### config.mk
export PLATFORM = sky130hd
export DESIGN_NAME = instr_loader
export DESIGN_NICKNAME = d
export VERILOG_FILES = /design/src/rtl/instr_loader.sv
export SDC_FILE = /design/constraint.sdc
export NUM_CORES = 1
export LEC_CHECK = 0
export CORE_MARGIN = 2
export CORE_UTILIZATION = 30
export CTS_BUF_LIST = sky130_fd_sc_hd__clkbuf_4
export CTS_CLUSTER_SIZE = 14
export DETAILED_ROUTE_END_ITERATION = 10
export HOLD_SLACK_MARGIN = 0.06
export SLEW_MARGIN = 20
export SYNTH_ARGS = -nofsm -noshare
export SYNTH_HDL_FRONTEND = slang
export SYNTH_SLANG_ARGS = --single-unit
### constraint.sdc
create_clock -name clk -period 2.8 [get_ports clk]
set_input_delay 0.56 -clock clk [delete_from_list [all_inputs] [get_ports clk]]
set_output_delay 0.56 -clock clk [all_outputs]
set_load 0.02 [all_outputs]
### src/rtl/instr_loader.sv
// Instruction-memory loader: assembles a little-endian byte stream into 32-bit
// words, writes them at their fetch addresses and holds the CPU until loaded.
module instr_loader #(
    parameter int          DEPTH          = 256,
    parameter logic [31:0] BASE_ADDR      = 32'h0000_0000,
    parameter int          TIMEOUT_CYCLES = 1024
) (
    input  logic        clk,
    input  logic        reset,
    input  logic        start,
    input  logic [15:0] len_words,
    input  logic [7:0]  in_data,
    input  logic        in_valid,
    output logic        in_ready,
    output logic        wr_en,
    output logic [31:0] wr_addr,
    output logic [31:0] wr_data,
    output logic        cpu_hold,
    output logic        busy,
    output logic        done,
    output logic        err,
    output logic [31:0] checksum
);

    localparam int              TW       = $clog2(TIMEOUT_CYCLES + 1);
    localparam logic [16:0]     DEPTH_L  = 17'(DEPTH);
    localparam logic [TW-1:0]   TMO_LAST = TW'(TIMEOUT_CYCLES - 1);

    typedef enum logic [1:0] {IDLE, RECV, WRITE, DONE} state_t;

    state_t         state;
    state_t         state_nx;
    logic [15:0]    len_r;
    logic [15:0]    word_idx;
    logic [1:0]     byte_cnt;
    logic [TW-1:0]  tcnt;
    logic [23:0]    word_buf;
    logic           start_ok;
    logic           start_bad;
    logic           xfer;
    logic           tmo;
    logic           last_word;

    // Handshake/strobe outputs are pure decodes of the state register.
    assign in_ready  = (state == RECV);
    assign wr_en     = (state == WRITE);
    assign done      = (state == DONE);
    assign busy      = (state != IDLE);
    assign last_word = (word_idx == (len_r - 16'd1));

    // State register.
    always_ff @(posedge clk) begin
        if (reset) begin
            state <= IDLE;
        end else begin
            state <= state_nx;
        end
    end

    // Next-state decode and per-cycle event flags.
    always_comb begin
        state_nx  = state;
        start_ok  = 1'b0;
        start_bad = 1'b0;
        xfer      = 1'b0;
        tmo       = 1'b0;
        case (state)
            IDLE: begin
                if (start) begin
                    if ((len_words != 16'd0) && ({1'b0, len_words} <= DEPTH_L)) begin
                        start_ok = 1'b1;
                        state_nx = RECV;
                    end else begin
                        start_bad = 1'b1;
                    end
                end else begin
                    state_nx = IDLE;
                end
            end
            RECV: begin
                if (in_valid) begin
                    xfer = 1'b1;
                    if (byte_cnt == 2'd3) begin
                        state_nx = WRITE;
                    end else begin
                        state_nx = RECV;
                    end
                end else if (tcnt == TMO_LAST) begin
                    tmo      = 1'b1;
                    state_nx = IDLE;
                end else begin
                    state_nx = RECV;
                end
            end
            WRITE: begin
                if (last_word) begin
                    state_nx = DONE;
                end else begin
                    state_nx = RECV;
                end
            end
            DONE: begin
                state_nx = IDLE;
            end
            default: begin
                state_nx = IDLE;
            end
        endcase
    end

    // Datapath: word assembly, write address/data, checksum, hold and error flags.
    always_ff @(posedge clk) begin
        if (reset) begin
            len_r    <= 16'd0;
            word_idx <= 16'd0;
            byte_cnt <= 2'd0;
            tcnt     <= '0;
            word_buf <= 24'd0;
            wr_addr  <= 32'd0;
            wr_data  <= 32'd0;
            cpu_hold <= 1'b1;
            err      <= 1'b0;
            checksum <= 32'd0;
        end else begin
            case (state)
                IDLE: begin
                    if (start_ok) begin
                        len_r    <= len_words;
                        word_idx <= 16'd0;
                        byte_cnt <= 2'd0;
                        tcnt     <= '0;
                        checksum <= 32'd0;
                        err      <= 1'b0;
                        cpu_hold <= 1'b1;
                    end else if (start_bad) begin
                        err <= 1'b1;
                    end
                end
                RECV: begin
                    if (xfer) begin
                        byte_cnt <= byte_cnt + 2'd1;
                        tcnt     <= '0;
                        case (byte_cnt)
                            2'd0:    word_buf[7:0]   <= in_data;
                            2'd1:    word_buf[15:8]  <= in_data;
                            2'd2:    word_buf[23:16] <= in_data;
                            default: begin
                                wr_data <= {in_data, word_buf};
                                wr_addr <= BASE_ADDR + {14'd0, word_idx, 2'b00};
                            end
                        endcase
                    end else if (tmo) begin
                        // Partial word is dropped; CPU stays held.
                        err <= 1'b1;
                    end else begin
                        tcnt <= tcnt + TW'(1);
                    end
                end
                WRITE: begin
                    checksum <= checksum ^ wr_data;
                    if (!last_word) begin
                        word_idx <= word_idx + 16'd1;
                        byte_cnt <= 2'd0;
                    end
                end
                DONE: begin
                    cpu_hold <= 1'b0;
                end
                default: begin
                    cpu_hold <= 1'b1;
                end
            endcase
        end
    end

endmodule

---- Yosys cells after proc, flatten, opt, wreduce, memory -nomap -nowiden ----
Cells that the tools add are included.
storage, ports and cells
  logic and storage cells ................. 95
  register bits after elaboration ......... 153
  output and inout bits ................... 102
  input bits .............................. 28
operators by class
  bitwise logic cells ..................... 2
  equal/unequal tests ..................... 16
  mux-type cells .......................... 38
  $lt $le $gt $ge ......................... 1
  reduce and logical (&&, ||, !) cells .... 21
  $add $sub $neg .......................... 4
operators by type and width
  kind                                                   count
  case mux 32 bit (2 select lines)                       1
  2-to-1 mux 11 bit                                      3
  2-to-1 mux 16 bit                                      2
  2-to-1 mux 32 bit                                      1
  case mux 16 bit (2 select lines)                       1
  XOR 32 bit                                             1
  case mux 11 bit (2 select lines)                       1
  AND reduction 3 bit                                    6
  2-to-1 mux 1 bit                                       17
  adder 16 x 1 -> 16 bit, second input constant          1
  equality test 16 bit                                   1
  <= comparator 16 x 9 -> 1 bit, second input constant   1
  2-to-1 mux 2 bit                                       8
  nonzero test 16 bit                                    1
  subtractor 16 x 1 -> 16 bit, second input constant     1
  adder 11 x 1 -> 11 bit, second input constant          1
  equality test 11 x 10 -> 1 bit, second input constant  1
  != test 3 bit, second input constant                   3
  equality test 2 bit, second input constant             4
  case mux 2 bit (4 select lines)                        1
  AND reduction 4 bit                                    2
  nonzero test 2 bit                                     4
  != test 2 bit, second input constant                   3
  case mux 2 bit (3 select lines)                        1
  other kinds (10)                                       16

---- Depth between registers and ports, before layout ----
Gate-level depths: netlist (run 1).
  depth in word-level cells ............... 8
  depth in mapped cells ................... 11
  gate-level depth less buffers ........... 10

---- Worst setup path before layout (run 1) ----
OpenSTA, ideal clock, no wires.
  path kind ............................... reg2reg
  start ................................... register len_r[0]
  end ..................................... register word_idx[7]
  data required time ...................... 2.730 ns
  library setup time ...................... 0.070 ns
  stages on the path, launching flop included .. 10
  period minus slack after synthesis ...... 2.891 ns
  slack ................................... -0.091 ns
  arrival ................................. 2.820 ns
  path buffers ............................ 1
  cell sequence ........................... dfxtp_1 or4_4 nor4_4 nor2_1 a2111oi_2 a211oi_1 a21o_1 buf_6 or4b_1 a21oi_1
between the ends
  longest elaborated chain between the ends .. 4
RTL lines
  what                           line  source
  start, declared                33    logic [15:0] len_r;
  start signal, assigned         128   len_r <= len_words;
  subtractor 16 x 1 -> 16 bit    49    assign last_word = (word_idx == (len_r - 16'd1));
  equality test 16 bit           49
  != test 2 bit (no line)        --
  AND reduction 3 bit (no line)  --
  end signal, assigned           162   word_idx <= word_idx + 16'd1;
  end, declared                  34    logic [15:0] word_idx;
No other way between the ends.
A chain may end at the register's enable or synchronous reset.

---- Final worst setup path (run 1) ----
  start ................................... register len_r[1]
  end ..................................... register word_idx[7]
The elaborated chain is that of the path after synthesis.

==> reports/results.md, run 1 <==
| Result | Value |
| --- | --- |
| Portion of synthesized cell area occupied by the leading cell type | 45.9% |
| Layout Utilization | 40.1% |
| Slew at the pin closest to its max-slew limit | 0.557 ns |
| Synth Flop Type | dfxtp_1 |
| CTS clk-pin slew, worst paths | 0.15 ns |
| Clock Path Buffers | 2 |
| Standby leakage power | 0.00306 µW |
| Sink count of the clock tree | 153 |
| Crit share post-route | 100% |
| Cts bufs inserted | 17 |
| DR iter-0 viols | 337 |
| Syn Area/Cell | 7.71 µm² |
| Floorplan die height | 153 µm |
| Required time of the worst setup path | 3.29 ns |
| Area growth from synthesis to layout | 31.1% |
| Worst hold margin | 0.234 ns |
| RSZ-0062 raised after global routing | yes |
| Routed len/inst | 14.3 µm |
| DRC violations left | 0 |
| Site Rows | 54 |
| Worst skew pair latency | 0.57 ns |
| Starting density of the core | 30.6% |
| Clock power frac | 38.5% |
| Total of hold buffers inserted after clock tree synthesis | 0 |
| Die area | 0.0235 mm² |
| Final period demand of the worst path | 2.81 ns |
| Max Slew Vio Count | 0 |
| Worst setup slack before clock tree synthesis | -0.213 ns |
| Global-route wire length before repair | 30.3 mm |
| Synthesized instance count | 866 |
| Fraction of power spent switching nets | 27.4% |
| Headroom to the max-slew limit | 62.9% |
| Fraction of registers with async set or reset after synthesis | 0% |
| Cell area after synthesis | 0.00668 mm² |
| Final non-filler cell total | 1,296 |
| Post-DP HPWL | 12.8 mm |
| Post-detailed-route count of antenna-violating nets | 0 |
| Area leader, netlist | dfxtp_1 |
| Vias | 6,255 |
| Number of cells in the design after placement | 1,260 |
| All-layer global routing usage | 15.8% |
| Number of storage elements in the synthesis netlist | 153 |
| Status | finished, violations left |
| Total of max-cap violations | 0 |
| Critical setup path kind | flop to flop |
| Maximum number of pins on one net before global-route repair | 114 |
| Final number of setup-violating endpoints | 1 |
| Psw | 1030 µW |
| Routability congestion estimate | 0.769 |
| CORE AREA | 0.0218 mm² |
| Top area cells in the synthesized netlist | dfxtp_1 46%, nand2_1 12%, a21oi_1 11% |
| Power density normalized to cell area | 430 mW/mm² |
| Quantity of I/O buffers inserted on ports | 113 |
| Final Skew | 0.0235 ns |
| Endpoint class of the critical path | flop |
| Violations in the final reports | setup timing |
| Hold WC Path Type | input pin to flop |
| Number of detailed-route iterations in the first pass | 4 |
| PnR worst setup slack | -0.00615 ns |
| Number of antenna violations at the first check in global routing | 1 |
| Worst-path fanout max | 7 |
| Worst voltage drop across the vdd grid | 0.194 mV |
| Combinational Power Share | 3.5% |
| Data arrival, critical path | 3.30 ns |
| Vias per Instance | 4.83 |
| Number of H-tree branching levels | 4 |
| Root buffer cell | clkbuf_4 |
| Number of synthesis warnings | 0 |
| Floorplan die width | 153 µm |
| Internal cell power | 2730 µW |
| Fraction of the yosys area taken by sequential cells | 45.9% |
| Global route total overflow | 0 |
| # IOs | 130 |
| Number of enable-type register cells in the synthesized netlist | 0 |
| Via count of the first global-routing pass | 5,915 |
| Sequential Power Share | 58.0% |
| Highest attainable clock frequency | 356 MHz |
| Startpoint Class | flop |
| Number of distinct library cells after synthesis | 52 |
| Wire length reported by the detailed router | 18.6 mm |
| Proportion of layout cells with a drive suffix above 1 | 12.6% |
| Number of nets in the layout | 1,037 |
| Worst setup slack for register-to-register paths | -0.006 ns |
| Number of hold violations in the final report | 0 |
| Clock tree from TritonCTS | done |
[cells in the final DEF (no fill, tap or decap), types with 3 or more instances in the layout]
| cell | instances |
|---|---|
| and3_1 | 17 |
| clkbuf_4 | 17 |
| nor3_1 | 9 |
| nand4_1 | 9 |
| xor2_1 | 12 |
| ha_1 | 7 |
| or3_1 | 8 |
| inv_8 | 7 |
| xnor2_1 | 11 |
| o21ai_0 | 11 |
| and2_1 | 5 |
| dfxtp_1 | 151 |
| or2_2 | 18 |
| nand2_1 | 215 |
| buf_4 | 48 |
| inv_1 | 14 |
| conb_1 | 16 |
| or4_4 | 3 |
| nor4_1 | 5 |
| nor2_1 | 60 |
| buf_12 | 3 |
| nand2b_1 | 3 |
| inv_6 | 4 |
| nand3_1 | 29 |
| o31ai_1 | 9 |
| a21oi_1 | 147 |
| or4_1 | 9 |
| clkdlybuf4s50_1 | 112 |
| a21o_1 | 3 |
[layout make-up]
cell class / instances / area [µm²]
inverters: 15 / 58.8
fillers: 2294 / 13100
well taps: 280 / 350
diodes: 1 / 2.50
clock inverters: 15 / 174
clock buffers: 17 / 128
repair buffers: 163 / 1540
flip-flops and latches: 153 / 3070
multi-input cells: 652 / 3430
[sequential cells by signal, summed over array words and instances, names as in the netlist]
name      cells
checksum     32
wr_data      32
word_buf     24
len_r        16
word_idx     16
wr_addr      16
tcnt         11
byte_cnt      2
state         2
cpu_hold      1
err           1
[logic make-up (layout without fill, tap and decap cells)]
group                      Yosys count  count (layout)  synth area share, %
muxes                                1               1                0.150
buffers and inverters               77             210                 5.34
xor gates and xnor gates            23              23                 3.02
AOI/OAI and AO/OA                  195             196                 16.1
other                                1              17               0.0562
adders and majority gates            7               7                 1.31
and+or+nand+nor                    409             409                 28.1
DFF                                153             153                 45.9
[stage by stage]
stage	total power [µW]	instance area [µm²]	TNS, ns
2_1_floorplan	2300	6740	0
3_3_place_gp	2360	8320	-3.55
3_5_place_dp	2360	8320	-4.78
4_1_cts	3810	8660	-0.171
5_1_grt	3920	8750	-0.708
6_report	3760	8750	-0.00615
[timing repair]
action | CTS | global route
gates cloned | 1 | 0
setup buffers | 0 | 2
endpoints found under the setup margin | 9 | 21
resized for setup | 8 | 15
pin swaps | 7 | 10
[Yosys cell counts, types with 2 or more instances]
cell type	count
nand2_1	217
dfxtp_1	153
a21oi_1	149
nor2_1	61
clkbuf_1	38
nand3_1	29
or2_2	18
and3_1	17
buf_4	16
inv_1	15
o21ai_0	12
xor2_1	12
or4_1	11
xnor2_1	11
nand4_1	9
nor3_1	9
o31ai_1	9
or3_1	8
buf_1	7
ha_1	7
nor4_1	6
and2_1	5
a21o_1	4
nand2b_1	4
a211oi_1	3
a31oi_1	3
nor2b_1	3
o41ai_1	3
and4_1	2
and4b_1	2
o211ai_1	2
[power groups by stage]
stage	logic [µW]	clock network (µW)	registers [µW]
final	131	1450	2180
after global routing	141	1600	2180
after CTS	130	1500	2180
after detailed placement	130	0	2230
after global placement	130	0	2230
after floorplan	75.1	0	2230
[critical path: stages (launching register included)]
cell	delay [ns]
dfxtp_2	0.35
or4_4	0.55
nor4_4	0.35
nor2_2	0.08
a2111oi_4	0.33
a211oi_2	0.16
a21o_4	0.26
or4b_1	0.52
a21oi_1	0.13
[worst paths after layout]
path	endpoint	from	cells after the start
worst min register to register	wr_data[14]	word_buf[14]	2
worst max register to register	word_idx[7]	len_r[1]	8
worst min-delay path	len_r[0]	reset	2
worst max-delay path	word_idx[7]	len_r[1]	8
[per-layer routing]
layer  track usage, %  share of wire [%]
met1             20.7                 48
met2             25.9                 47
met3             3.91                4.5
met4             4.72               0.83
met5                0                  0
Power figures use the tool's default switching activity.
==> inputs of run 2 (changes only) <==
--- a/config.mk
+++ b/config.mk
@@ -10,7 +10,6 @@
 export CTS_BUF_LIST = sky130_fd_sc_hd__clkbuf_4
 export CTS_CLUSTER_SIZE = 14
 export DETAILED_ROUTE_END_ITERATION = 10
-export HOLD_SLACK_MARGIN = 0.06
 export SLEW_MARGIN = 20
 export SYNTH_ARGS = -nofsm -noshare
 export SYNTH_HDL_FRONTEND = slang
==> results of run 2 <==
Same layout as run 1: the final DEF is identical, and so are final timing and power.
